===== src/rtl/clock_set_controller_if.sv =====
// clock_set_controller_if: buttons/tick into the set controller; count clock, mode, busy and blanking out
interface clock_set_controller_if;
  logic tick;
  logic mode_btn;
  logic inc_btn;
  logic cnt_clk;
  logic [1:0] mode;
  logic busy;
  logic blank_min;
  logic blank_hr;
  modport master (output tick, mode_btn, inc_btn, input cnt_clk, mode, busy, blank_min, blank_hr);
  modport slave (input tick, mode_btn, inc_btn, output cnt_clk, mode, busy, blank_min, blank_hr);
endinterface


===== src/rtl/clock_set_controller.sv =====
// clock_set_controller: mode FSM + count pulse engine driving the HH:MM chain clock, with digit blink (ports: clk, R, bus.slave)
module clock_set_controller #(
  parameter int BURST_LEN = 60,
  parameter int BLINK_DIV = 25
) (
  input logic clk,
  input logic R,
  clock_set_controller_if.slave bus
);
  localparam int RW = $clog2(BURST_LEN + 1);
  localparam int DW = $clog2(BLINK_DIV + 1);
  localparam logic [1:0] RUN = 2'd0, SET_MIN = 2'd1, SET_HR = 2'd2;
  logic mode_prev, inc_prev, phase, busy, pending, blink;
  logic [RW-1:0] remaining, load;
  logic [DW-1:0] div;
  logic [1:0] mode;
  logic mode_edge, inc_edge, done, start_pend, start_inc, start, pending_n;
  always_comb begin
    mode_edge = bus.mode_btn & ~mode_prev & ~busy;
    inc_edge = bus.inc_btn & ~inc_prev & ~busy & ~mode_edge;
    done = busy & ~phase & (remaining == '0);
    // a held tick fires in the cycle busy would drop, so back-to-back pulses leave no gap
    start_pend = pending & (done | ~busy);
    start_inc = inc_edge & (mode != RUN);
    start = start_pend | start_inc | (~busy & bus.tick & (mode == RUN));
    load = (start_inc & (mode == SET_HR)) ? RW'(BURST_LEN) : RW'(1);
    pending_n = (mode_edge | start_pend) ? 1'b0 : pending | (busy & bus.tick & (mode == RUN));
  end
  always_ff @(posedge clk) begin
    if (R) begin
      mode_prev <= 1'b1;
      inc_prev <= 1'b1;
      mode <= RUN;
      phase <= 1'b0;
      busy <= 1'b0;
      pending <= 1'b0;
      remaining <= '0;
      div <= '0;
      blink <= 1'b0;
    end else begin
      mode_prev <= bus.mode_btn;
      inc_prev <= bus.inc_btn;
      pending <= pending_n;
      if (mode_edge) mode <= (mode == SET_HR) ? RUN : mode + 2'd1;
      if (start) begin
        remaining <= load;
        phase <= 1'b1;
        busy <= 1'b1;
      end else if (phase) begin
        phase <= 1'b0;
        remaining <= remaining - RW'(1);
      end else if (remaining != '0) begin
        phase <= 1'b1;
      end else begin
        busy <= 1'b0;
      end
      if (mode_edge) begin
        div <= '0;
        blink <= 1'b0;
      end else if (div == DW'(BLINK_DIV - 1)) begin
        div <= '0;
        blink <= ~blink;
      end else begin
        div <= div + DW'(1);
      end
    end
  end
  assign bus.cnt_clk = phase;
  assign bus.mode = mode;
  assign bus.busy = busy;
  assign bus.blank_min = (mode == SET_MIN) & blink;
  assign bus.blank_hr = (mode == SET_HR) & blink;
endmodule


===== src/flat_wrapper.sv =====
// flat-port wrapper written by rule: the top's interface ports become plain ports
module clock_set_controller_flat 
#(
  parameter int BURST_LEN = 60,
  parameter int BLINK_DIV = 25
)
  (clk, R, bus_tick, bus_mode_btn, bus_inc_btn, bus_cnt_clk, bus_mode, bus_busy, bus_blank_min, bus_blank_hr);
  clock_set_controller_if bus_i ();
  input logic clk;
  input logic R;
  input wire logic [$bits(bus_i.tick)-1:0] bus_tick;
  input wire logic [$bits(bus_i.mode_btn)-1:0] bus_mode_btn;
  input wire logic [$bits(bus_i.inc_btn)-1:0] bus_inc_btn;
  output wire logic [$bits(bus_i.cnt_clk)-1:0] bus_cnt_clk;
  output wire logic [$bits(bus_i.mode)-1:0] bus_mode;
  output wire logic [$bits(bus_i.busy)-1:0] bus_busy;
  output wire logic [$bits(bus_i.blank_min)-1:0] bus_blank_min;
  output wire logic [$bits(bus_i.blank_hr)-1:0] bus_blank_hr;
  assign bus_i.tick = bus_tick;
  assign bus_i.mode_btn = bus_mode_btn;
  assign bus_i.inc_btn = bus_inc_btn;
  assign bus_cnt_clk = bus_i.cnt_clk;
  assign bus_mode = bus_i.mode;
  assign bus_busy = bus_i.busy;
  assign bus_blank_min = bus_i.blank_min;
  assign bus_blank_hr = bus_i.blank_hr;
  clock_set_controller #(.BURST_LEN(BURST_LEN), .BLINK_DIV(BLINK_DIV)) u_core (.clk(clk), .R(R), .bus(bus_i));
endmodule

===== config.mk =====
export PLATFORM = sky130hd
export DESIGN_NAME = clock_set_controller_flat
export DESIGN_NICKNAME = d
export VERILOG_FILES = /design/src/rtl/clock_set_controller_if.sv /design/src/rtl/clock_set_controller.sv /design/src/flat_wrapper.sv
export SDC_FILE = /design/constraint.sdc
export NUM_CORES = 1
export LEC_CHECK = 0
export CAP_MARGIN = 30
export CORE_AREA = 2 2 52 54
export DETAILED_ROUTE_END_ITERATION = 8
export DIE_AREA = 0 0 54 56
export GPL_TIMING_DRIVEN = 0
export PLACE_DENSITY = 0.61
export SLEW_MARGIN = 20
export SYNTH_ARGS = -nofsm -noshare
export SYNTH_HDL_FRONTEND = slang
export SYNTH_SLANG_ARGS = --single-unit

===== constraint.sdc =====
create_clock -name clk -period 2.45 [get_ports clk]
set_input_delay 0.3675 -clock clk [delete_from_list [all_inputs] [get_ports clk]]
set_output_delay 0.3675 -clock clk [all_outputs]
set_load 0.01 [all_outputs]

# After elaboration in Yosys (flattened, before gate mapping)
# Index checks and enable logic that the tools add are counted.
dict set report word_totals {
  elab_cells 63
  inputBits 5
  output_inout_bits 6
  ff_bits 19
}
dict set report classes {
  mux 10
  n_reduce_logical 9
  n_eq_ne 5
  bitwise 27
  addsub 3
}
# op count
set ops {}
lappend ops {{$mux 6} 3}
lappend ops {{$and 1x1->1} 16}
lappend ops {{$logic_not 6->1} 1}
lappend ops {{$mux 1} 6}
lappend ops {{$not 1->1} 6}
lappend ops {{$reduce_bool 6->1} 1}
lappend ops {{$sub 6x1->6 const B} 1}
lappend ops {{$add 5x1->5 const B} 1}
lappend ops {{$eq 5x5->1 const B} 1}
lappend ops {{$or 1x1->1} 5}
lappend ops {{$reduce_bool 2->1} 2}
lappend ops {{$reduce_or 2->1} 2}
lappend ops {{$reduce_or 3->1} 1}
lappend ops {{$add 2x1->2 const B} 1}
lappend ops {{$eq 2x1->1 const B} 1}
lappend ops {{$eq 2x2->1 const B} 1}
lappend ops {{$logic_not 2->1} 1}
lappend ops {{$mux 2} 1}
lappend ops {{$ne 2x1->1 const B} 1}
lappend ops {{$ne 2x2->1 const B} 1}
lappend ops {{$reduce_and 2->1} 1}

# Longest topological paths before layout
dict set report depth {
  depth_word 10
  depth_mapped 6
  mapped_depth_nobuf 6
}

# Least setup slack after synthesis
# OpenSTA, ideal clock, no wires.
dict set report synth_path {
  path_type {flip-flop to flip-flop}
  from {register u_core.remaining[0]}
  to {register u_core.remaining[4]}
  setup_time_ns 0.079
  path_slack_ns 0.923
  path_stages_with_launch 7
  t_arrival_ns 1.448
  required_ns 2.371
  period_less_slack_ns 1.527
  path_buffers 0
  path_cell_list {dfxtp_1 > inv_1 > ha_1 > nand4b_1 > o211ai_4 > or3_1 > a211oi_2}
}
dict set report synth_between {
  elab_chain_cells 7
  elab_cells_between_ends 10
  cone_classes {add/sub (1); mux (2); bitwise (5); reduce/logical (2)}
}
# item line
set synth_lines {}
lappend synth_lines {{start: declaration} clock_set_controller.sv:14} ;# logic [RW-1:0] remaining, load;
lappend synth_lines {{start signal: assignment} clock_set_controller.sv:46} ;# remaining <= load;
lappend synth_lines {{start signal: assignment} clock_set_controller.sv:51} ;# remaining <= remaining - RW'(1);
lappend synth_lines {{$logic_not 6->1} clock_set_controller.sv:21} ;# done = busy & ~phase & (remaining == '0);
lappend synth_lines {{$and 1x1->1} clock_set_controller.sv:21}
lappend synth_lines {{$or 1x1->1} clock_set_controller.sv:23} ;# start_pend = pending & (done | ~busy);
lappend synth_lines {{$and 1x1->1} clock_set_controller.sv:23}
lappend synth_lines {{$or 1x1->1 (2 in series)} clock_set_controller.sv:25} ;# start = start_pend | start_inc | (~busy & bus.tick & (mode == RUN));
lappend synth_lines {{$mux 6 / $reduce_bool 2->1 (equally long branches)} n/a}
# Several ways; a longest one is shown, not always the timed one. The select of a mux whose other input is x is not followed.
# A chain may end at the register's enable or synchronous reset.

# Worst setup path after layout
dict set report layout_path {
  from {register u_core.mode[1] (netlist: u_core.bus.mode[1])}
  to {output port bus_blank_hr}
}
dict set report layout_between {
  elab_chain_cells 2
}
# item line
set layout_lines {}
lappend layout_lines {{start: declaration} clock_set_controller.sv:16} ;# logic [1:0] mode;
lappend layout_lines {{start signal: assignment} clock_set_controller.sv:44} ;# if (mode_edge) mode <= (mode == SET_HR) ? RUN : mode + 2'd1;
lappend layout_lines {{$eq 2x2->1} clock_set_controller.sv:72} ;# assign bus.blank_hr = (mode == SET_HR) & blink;
lappend layout_lines {{$and 1x1->1} clock_set_controller.sv:72}
lappend layout_lines {{end: declaration} flat_wrapper.sv:18} ;# output wire logic [$bits(bus_i.blank_hr)-1:0] bus_blank_hr;
# No other way between the ends.

==> flow_summary.yaml <==
flow_run:
  drv_cap: 0
finish:
  fin_cells: 148
  multiInputGateArea_sq_um: 503
  area_delta_synth_final_pct: 17.9
  drive_gt1_frac: 0.0847
  seq_area_sq_um: 380
  fin_util: 0.444
  finalNetCount: 128
  fillerInstances: 245
  num_antenna_cells: 0
floorplanning:
  start_util: 0.377
  fp-row-count: 18
  die_width_um: 54
  ioPinCount: 11
  core_sq_um: 2430
  die-area_sq_um: 3020
  dieHeight_um: 56
timing:
  period_minus_slack_ns: 1.86
  finalWorstSetupSlack_ns: 0.586
  final-setup-viol-count: 0
  fmax_ghz: 0.536
  period_share: 0.761
  final_max_slew_viol_count: 0
  hold_viol: 0
  setup-tns-final_ns: 0
  slew_headroom: 0.699
  skew_ns: 0.0111
  tightest_slew_ns: 0.452
  rsz0062_at_grt: "false"
setup_path:
  worst_setup_path_end_kind: "output pin"
  crit_required_ns: 2.08
  cp.arrival_ns: 1.50
  crit_fanout: 9
  critPathKind: "flop to output pin"
  cp-start-kind: "flop"
synthesis:
  synth-main-ff-cell: "dfxtp_1"
  synthArstFlopShare: 0
  syn_inst: 104
  ys_warn_count: 0
  yosys_register_bits: 19
  syn_nets: 113
  synth_seq_area_share: 0.415
  synth.avg_cell_area_sq_um: 8.82
  synth_edf_count: 0
  yosysUniqueCellTypes: 33
  synth_area_sq_um: 917
global_routing:
  grt.overflow.total: 0
  grt_usage: 0.136
  first_global_vias: 730
  grt_start_max_net_pins: 11
  antenna_found_initial: 0
  grt_pass1_wl_um: 3060
clocking:
  root_buffer: "clkbuf_4"
  post_cts_buffers: 0
  clkTransAtPathRegs_ns: 0.10
  h-tree-depth: 1
  clockBufferDepth: 2
  cts_hold_buf: 0
  cts_tree: "done"
  clkSinkCount: 19
  cts_repair_resize_count: 0
  clk_latency_ns: 0.30
  cts_buffers: 3
power_and_ir_drop:
  powerDensity_nw_per_um2: 747
  leakage_nw: 0.402
  ir_drop_v: 0.000332
drt:
  drt-total-wl_um: 1860
  wire_per_inst_um: 12.6
  drt_iter0_drc: 8
  ant_nets: 0
  vias: 780
  dr.pass1.iters: 4
  viasPerCell: 5.27
  drc: 0
status:
  outcome: "completed"
placement:
  dp_cells: 144
  pre_cts_ws_ns: 0.377
  routabilityCongestion: 0.748
  place_hpwl_um: 1370
  io_buffers: 10
min_path:
  hp-class: "flop to flop"
report_power, final:
group	leakage (nW)	switching, W	internal [W]
logic	0.231	0.000139	0.000118
registers	0.156	0.0000407	0.000347
clock network	0.0150	0.0000984	0.0000634
total	0.402	0.000278	0.000529
worst max-delay path, stage by stage, from the launching register on:
cell             delay, ns
dfxtp_1               0.47
and3b_1               0.19
clkdlybuf4s50_1       0.54
kinds of logic after synthesis:
family | synth area share
compound gates | 0.177
xor+xnor | 0.0382
fa+ha+maj | 0.0546
buf+inv | 0.0368
flops | 0.415
mux | 0.0109
simple gates | 0.267
metal layers:
layer,GRT usage,part of all wire
met5,0,0
met4,0.0857,0.024
met3,0.0242,0.035
met2,0.220,0.47
met1,0.158,0.47
synth_stat cells (2+ instances only):
master | number | area share
ha_1 | 4 | 0.055
nor3b_1 | 2 | 0.016
a21oi_1 | 7 | 0.038
a2111oi_0 | 2 | 0.019
xor2_1 | 3 | 0.029
o21ai_0 | 4 | 0.022
or2_2 | 2 | 0.014
dfxtp_1 | 19 | 0.41
and3b_1 | 2 | 0.019
nand2b_1 | 3 | 0.020
inv_2 | 2 | 0.0082
nor3_1 | 5 | 0.027
inv_1 | 5 | 0.020
nand4b_1 | 3 | 0.029
nand2_1 | 3 | 0.012
nand3b_1 | 2 | 0.016
o21a_1 | 2 | 0.016
nand3_1 | 4 | 0.022
nor2_1 | 15 | 0.061
clkbuf_1 | 2 | 0.0082
cell usage in the layout, fill, tap and decap left out, types with 2 or more instances in the layout:
master / n
dfxtp_1: 19
nor2_1: 15
clkdlybuf4s50_1: 10
a21oi_1: 7
inv_1: 5
nor3_1: 5
o21ai_0: 4
nand3_1: 4
ha_1: 4
clkbuf_1: 3
nand4b_1: 3
nand2b_1: 3
nand2_1: 3
xor2_1: 3
clkbuf_4: 3
and3b_1: 2
or2_2: 2
nor3b_1: 2
inv_2: 2
o21a_1: 2
a2111oi_0: 2
nand3b_1: 2
state kept, by name, summed over array words and instances, names as in the netlist:
signal,flops
u_core.remaining,6
u_core.div,5
u_core.bus.mode,2
u_core.blink,1
u_core.bus.busy,1
u_core.bus.cnt_clk,1
u_core.inc_prev,1
u_core.mode_prev,1
u_core.pending,1
area by class of cell:
class | count | share of cell area
tap | 30 | 0.0347
multi-input combinational | 76 | 0.465
timing repair buffer | 10 | 0.0926
sequential | 19 | 0.352
inverter | 7 | 0.0243
buffer | 2 | 0.00694
clock buffer | 4 | 0.0243
per-stage QoR:
stage / hold slack (ns) / area (sq um) / power (W)
floorplan: 0.430 / 917 / 0.000580
global placement: 0.449 / 1050 / 0.000642
detailed placement: 0.461 / 1050 / 0.000652
CTS: 0.483 / 1080 / 0.000815
global route: 0.507 / 1080 / 0.000869
finish: 0.477 / 1080 / 0.000807
worst paths after layout:
check	start	end	slack [ns]	cells after the start
setup / recovery	u_core.bus.mode[1]	bus_blank_hr	0.59	2
hold / removal	u_core.div[0]	u_core.div[0]	0.48	1
setup reg to reg	u_core.remaining[0]	u_core.remaining[4]	0.77	6
hold reg to reg	u_core.div[0]	u_core.div[0]	0.48	1
(Power assumes the default switching activity.)
==> edit 1: new RTL, config.mk and constraints unchanged <==
Add an input register stage for `R`; this delays it by one clock. The other inputs are not delayed to match.
--- a/src/rtl/clock_set_controller.sv
+++ b/src/rtl/clock_set_controller.sv
@@ -12,2 +12,9 @@
   localparam logic [1:0] RUN = 2'd0, SET_MIN = 2'd1, SET_HR = 2'd2;
+
+  logic R_q;
+
+  always_ff @(posedge clk) begin
+    R_q <= R;
+  end
+
   logic mode_prev, inc_prev, phase, busy, pending, blink;
@@ -29,3 +36,3 @@
   always_ff @(posedge clk) begin
-    if (R) begin
+    if (R_q) begin
       mode_prev <= 1'b1;
Formal check against the unedited RTL: not equivalent (a bounded check fails within 4 cycles, from zero or initial values).
==> edit 1 against the unedited design <==
  * Non-clock buffer count is the same
  * Maximum frequency fell by 2.4%
  * Register-to-register slack gained 70 ps
  * Setup slack lost 46 ps
  * Design area rose by 7.6%
  * Global-route usage fell by 0.52 points
  * Sequential cell count rose by 1
  * Clock power up 64%
  * Area after synthesis up 6.1%
  * Total power increased by 16%
  * Routed wire length fell by 6.1%
  * Worst hold slack about the same
==> edit 1: results (changes against the unedited design) <==
| Metric | Value |
|---|---|
| CTS clk-pin slew, worst paths | `between 100 and 150 ps` |
| Worst EP arrival | `1540 ps (+40 ps)` |
| LEAKAGE | `0.4343 nW (+8.1%)` |
| Vias in the first global route | `740 (+1.4%)` |
| Synth top cells by count | `dfxtp_1 (20), nor2_1 (15), inv_1 (6)` |
| Tmin final | `1910 ps (+45.74 ps)` |
| Avg Inst Size Synth | `9.360 um2 (+6.1%)` |
| GP Congestion | `0.7723 (+3.2%)` |
| Biggest regs | `u_core.remaining: 6 flops, u_core.div: 5 flops, u_core.bus.mode: 2 flops` |
| Synth Area in Compound Gates | `17.22% (-0.51 points)` |
| Peak VDD IR | `495.1 uV (+49%)` |
| Ys Warns | `0 (unchanged)` |
| Multi-input gate share of total cell area | `46.56% (about the same)` |
| Top cells by area, synth | `dfxtp_1 (41%), nor2_1 (5.8%), ha_1 (5.1%)` |
| Reg area | `400.4 um2 (+5.3%)` |
| Post-Place Cell Area | `1111 um2 (+5.3%)` |
| Total track usage | `13.04% (-0.52 points)` |
| Final-layout non-clock buffer area share | `9.355% (-0.60 points)` |
| Post-synth cell types | `38 (+15%)` |
| Multiplexer share of the synthesized area | `1.028% (-0.063 points)` |
| Clock skew | `1.136 ps (-9.988 ps)` |
| Grt met2 use | `21.60% (-0.35 points)` |
| Router iterations before antenna repair | `4 (unchanged)` |
| Drt via density | `5.311 (+0.77%)` |
| First-pass GRT wire length | `2980 um (-2.7%)` |
| Routed WL | `1746 um (-6.1%)` |
| Inverters | `6 (-1)` |
| Clk cell area share | `4.516% (+2.1 points)` |
| Seq cells post-synth | `20 (+1)` |
| Share of cells above drive strength 1 | `16.10% (+7.6 points)` |
| Status | `completed` |
| Worst slew margin | `66.03% (-3.8 points)` |
| Drt first-iter violations | `9 (+1)` |
| Met1 GRT Util | `16.03% (+0.19 points)` |
| Root Driver | `clkbuf_4` |
| XOR/XNOR Fraction of Synth Area | `3.599% (-0.22 points)` |
| Seq/Total Area, Yosys | `41.13% (-0.34 points)` |
| Routing usage on met3 | `3.226% (+0.81 points)` |
| Met1 Routed Length | `855 um (-1.6%)` |
| Metal2 WL | `811 um (-7.8%)` |
| Layout fillers | `228 (-6.9%)` |
| CTS H-tree depth | `1 (unchanged)` |
| Worst R2R Path Depth | `5 (-1)` |
| Largest net degree at the start of global routing | `13 (+2)` |
| Reg2reg setup slack | `840 ps (+70 ps)` |
| R2r startpoint | `u_core.bus.mode[1]` |
| Dpl ws | `386.1 ps (+9.237 ps)` |
| Reg2reg end | `u_core.remaining[2]` |
| CP top delay family | `buffers and inverters` |
| Crit path largest cell delay | `520 ps (-20 ps)` |
| Dpl hpwl | `1293 um (-5.5%)` |
| Metal3 WL | `58 um (-11%)` |
| Seq/total area | `34.41% (-0.78 points)` |
| Adder-Cell Fraction of Synth Area | `5.141% (-0.32 points)` |
-- edit 1: report_power, final --
| part | switching, mW | internal, mW | leakage (nW) |
|---|---|---|---|
| registers | 0.0443 | 0.365 | 0.164 |
| clock network | 0.101 | 0.165 | 0.0279 |
| logic | 0.136 | 0.125 | 0.242 |
| total | 0.281 | 0.655 | 0.434 |
-- edit 1: worst min-delay path by stage --
| stage | startpoint | to | slack (ps) | cells after the start |
|---|---|---|---|---|
| 2_1_floorplan | R | u_core.R_q | 400 | 0 |
| 3_3_place_gp | u_core.div[0] | u_core.div[0] | 450 | 1 |
| 3_5_place_dp | u_core.div[0] | u_core.div[0] | 460 | 1 |
| 4_1_cts | u_core.div[0] | u_core.div[0] | 480 | 1 |
| 5_1_grt | R | u_core.R_q | 480 | 1 |
| 6_report | u_core.div[0] | u_core.div[0] | 480 | 1 |
==> edit 2: new RTL, config.mk and constraints unchanged <==
Made on the original files. `BURST_LEN` is set to 60 in 2 places; all go to 120.
--- a/src/rtl/clock_set_controller.sv
+++ b/src/rtl/clock_set_controller.sv
@@ -2,3 +2,3 @@
 module clock_set_controller #(
-  parameter int BURST_LEN = 60,
+  parameter int BURST_LEN = 120,
   parameter int BLINK_DIV = 25
--- a/src/flat_wrapper.sv
+++ b/src/flat_wrapper.sv
@@ -3,3 +3,3 @@
 #(
-  parameter int BURST_LEN = 60,
+  parameter int BURST_LEN = 120,
   parameter int BLINK_DIV = 25
Function: same outputs for any inputs over 10 cycles, from zero or initial values; that may be too few to reach the edited logic, so the function may still have changed.
==> edit 2 against the unedited design <==
  * Total power increased by 28%
  * Worst hold slack got worse by 0.84 ps
  * Setup slack improved by 5.4 ps
  * Area after synthesis increased by 9.4%
  * Via count increased by 3.3%
  * Critical path type unchanged
  * Routed wire length increased by 7.0%
  * Global-route usage increased by 1.9 points
  * Design area increased by 10%
  * Register-to-register slack improved by 60 ps
  * Largest power group unchanged
  * Die area unchanged
  * Largest cell class unchanged
  * Synthesized cell count increased by 6.7%
  * Highest routed layer unchanged
  * Sequential cell count increased by 1
  * Critical path depth unchanged
==> edit 2: results (changes against the unedited design) <==
| Metric | Value |
|---|---|
| Met1 Routed Length | `943 um (+8.5%)` |
| Share of cells above drive strength 1 | `10.40% (+1.9 points)` |
| Hold Crit Start | `u_core.div[0]` |
| Slowest cell on the critical path | `clkdlybuf4s50_1` |
| Resize count post-CTS | `0 (unchanged)` |
| Post-Syn Instances | `111 (+6.7%)` |
| Num CTS Buffers | `3 (unchanged)` |
| Router iterations before antenna repair | `4 (unchanged)` |
| DR WL/cell | `12.84 um (+2.2%)` |
| Ys flop type | `dfxtp_1` |
| Max Cap Viol | `0 (unchanged)` |
| PortBufs | `10 (unchanged)` |
| Via count | `806 (+3.3%)` |
| DP Cell Count | `151 (+4.9%)` |
| CTS clk-pin slew, worst paths | `120 ps (+20 ps)` |
| Post-Place Cell Area | `1141 um2 (+8.2%)` |
| Biggest regs | `u_core.remaining: 7 flops, u_core.div: 5 flops, u_core.bus.mode: 2 flops` |
| Fin nets | `135 (+5.5%)` |
| CTS H-tree depth | `1 (unchanged)` |
| Crit path largest cell delay | `530 ps` |
| Drt first-iter violations | `7 (-1)` |
| CP top delay family | `buffers and inverters` |
| Antenna diodes | `0 (unchanged)` |
| GP Congestion | `0.7140 (-4.6%)` |
| Synth top cells by count | `dfxtp_1 (20), nor2_1 (14), inv_1 (7), nand2_1 (7)` |
| Largest net degree at the start of global routing | `13 (+2)` |
| Max layer used | `met4` |
| Max FO, Critical Path | `8 (-1)` |
| Seq/Total Area, Yosys | `39.90% (-1.6 points)` |
| Layout fillers | `265 (+8.2%)` |
| Vias in the first global route | `768 (+5.2%)` |
| Drt via density | `5.200 (-1.3%)` |
| LEAKAGE | `0.4717 nW (+17%)` |
| Initial antenna violation count | `0 (unchanged)` |
| Ys Warns | `0 (unchanged)` |
| Metal2 WL | `931 um (+5.8%)` |
| Dpl hpwl | `1436 um (+4.9%)` |
| Root Driver | `clkbuf_4` |
| Peak VDD IR | `606.7 uV (+83%)` |
| Tightest Hold Check Type | `reg -> reg` |
| Metal3 WL | `77 um (+18%)` |
| Later-pin clock latency in the skew report | `roughly 310 ps` |
| Postcts setup bufs | `0 (unchanged)` |
| Clk buf depth | `2 (unchanged)` |
| Syn nets | `120 (+6.2%)` |
| Post-synth cell types | `32 (-3.0%)` |
| First-pass GRT wire length | `3394 um (+11%)` |
| Clock skew | `7.634 ps (-3.489 ps)` |
| Slew @ Worst Pin | `510.2 ps (+57.98 ps)` |
| Status | `completed` |
| Total track usage | `15.48% (+1.9 points)` |
| Top cells by area, synth | `dfxtp_1 (40%), nor2_1 (5.2%), ha_1 (5.0%)` |
| Worst EP arrival | `1490 ps` |
| R2r startpoint | `u_core.remaining[0]` |
| Setup crit start | `u_core.bus.mode[1]` |
edit 2: per-layer routing:
layer | track usage (%) | vias up
met5 | 0 | -
met4 | 6.429 | 0
met3 | 5.645 | 5
met2 | 23.17 | 9
met1 | 19.64 | 377
li1 | - | 415
edit 2: path summary, 6_finish.rpt:
check,slack (ps),endpoint,depth (start not counted)
worst max-delay path,590,bus_blank_hr,2
worst min-delay path,480,u_core.div[0],1
worst max register to register,830,u_core.remaining[4],6
worst min register to register,480,u_core.div[0],1
edit 2: stage by stage:
| step | utilization [%] | hold slack (ps) | setup slack, ps | power, mW |
|---|---|---|---|---|
| 6_report | 49.07 | 476.0 | 591.1 | 1.034 |
| 5_1_grt | 49.07 | 510.5 | 517.6 | 1.114 |
| 4_1_cts | 49.07 | 484.9 | 585.9 | 1.045 |
| 3_5_place_dp | 46.91 | 456.3 | 505.7 | 0.7688 |
| 2_1_floorplan | - | 430.0 | 1027 | 0.6861 |
| 3_3_place_gp | 46.91 | 444.8 | 544.1 | 0.7606 |
edit 2: layout make-up:
cell class	instances	area share, %
plain buffers	2	0.6289
repair buffers	10	8.386
flip-flops and latches	20	33.54
inverters	7	2.201
clock inverters	1	2.516
clock buffers	3	1.887
well taps	30	3.145
multi-input cells	82	47.69
edit 2: kinds of logic (layout without fill, tap and decap cells):
group,Yosys count,in the layout,share of synthesized area (%)
buffers and inverters,9,23,3.367
multiplexers,2,2,1.995
AND/OR/NAND/NOR,50,50,29.18
flip-flops,20,20,39.90
adder cells (fa/ha/maj),4,4,4.988
XOR/XNOR,5,5,4.364
AO/OA/AOI/OAI,21,21,16.21
edit 2: power breakdown:
group / switching (mW) / leakage, nW / internal (mW)
clock: 0.108 / 0.0279 / 0.165
combinational: 0.181 / 0.280 / 0.161
sequential: 0.0502 / 0.164 / 0.369
total: 0.339 / 0.472 / 0.695
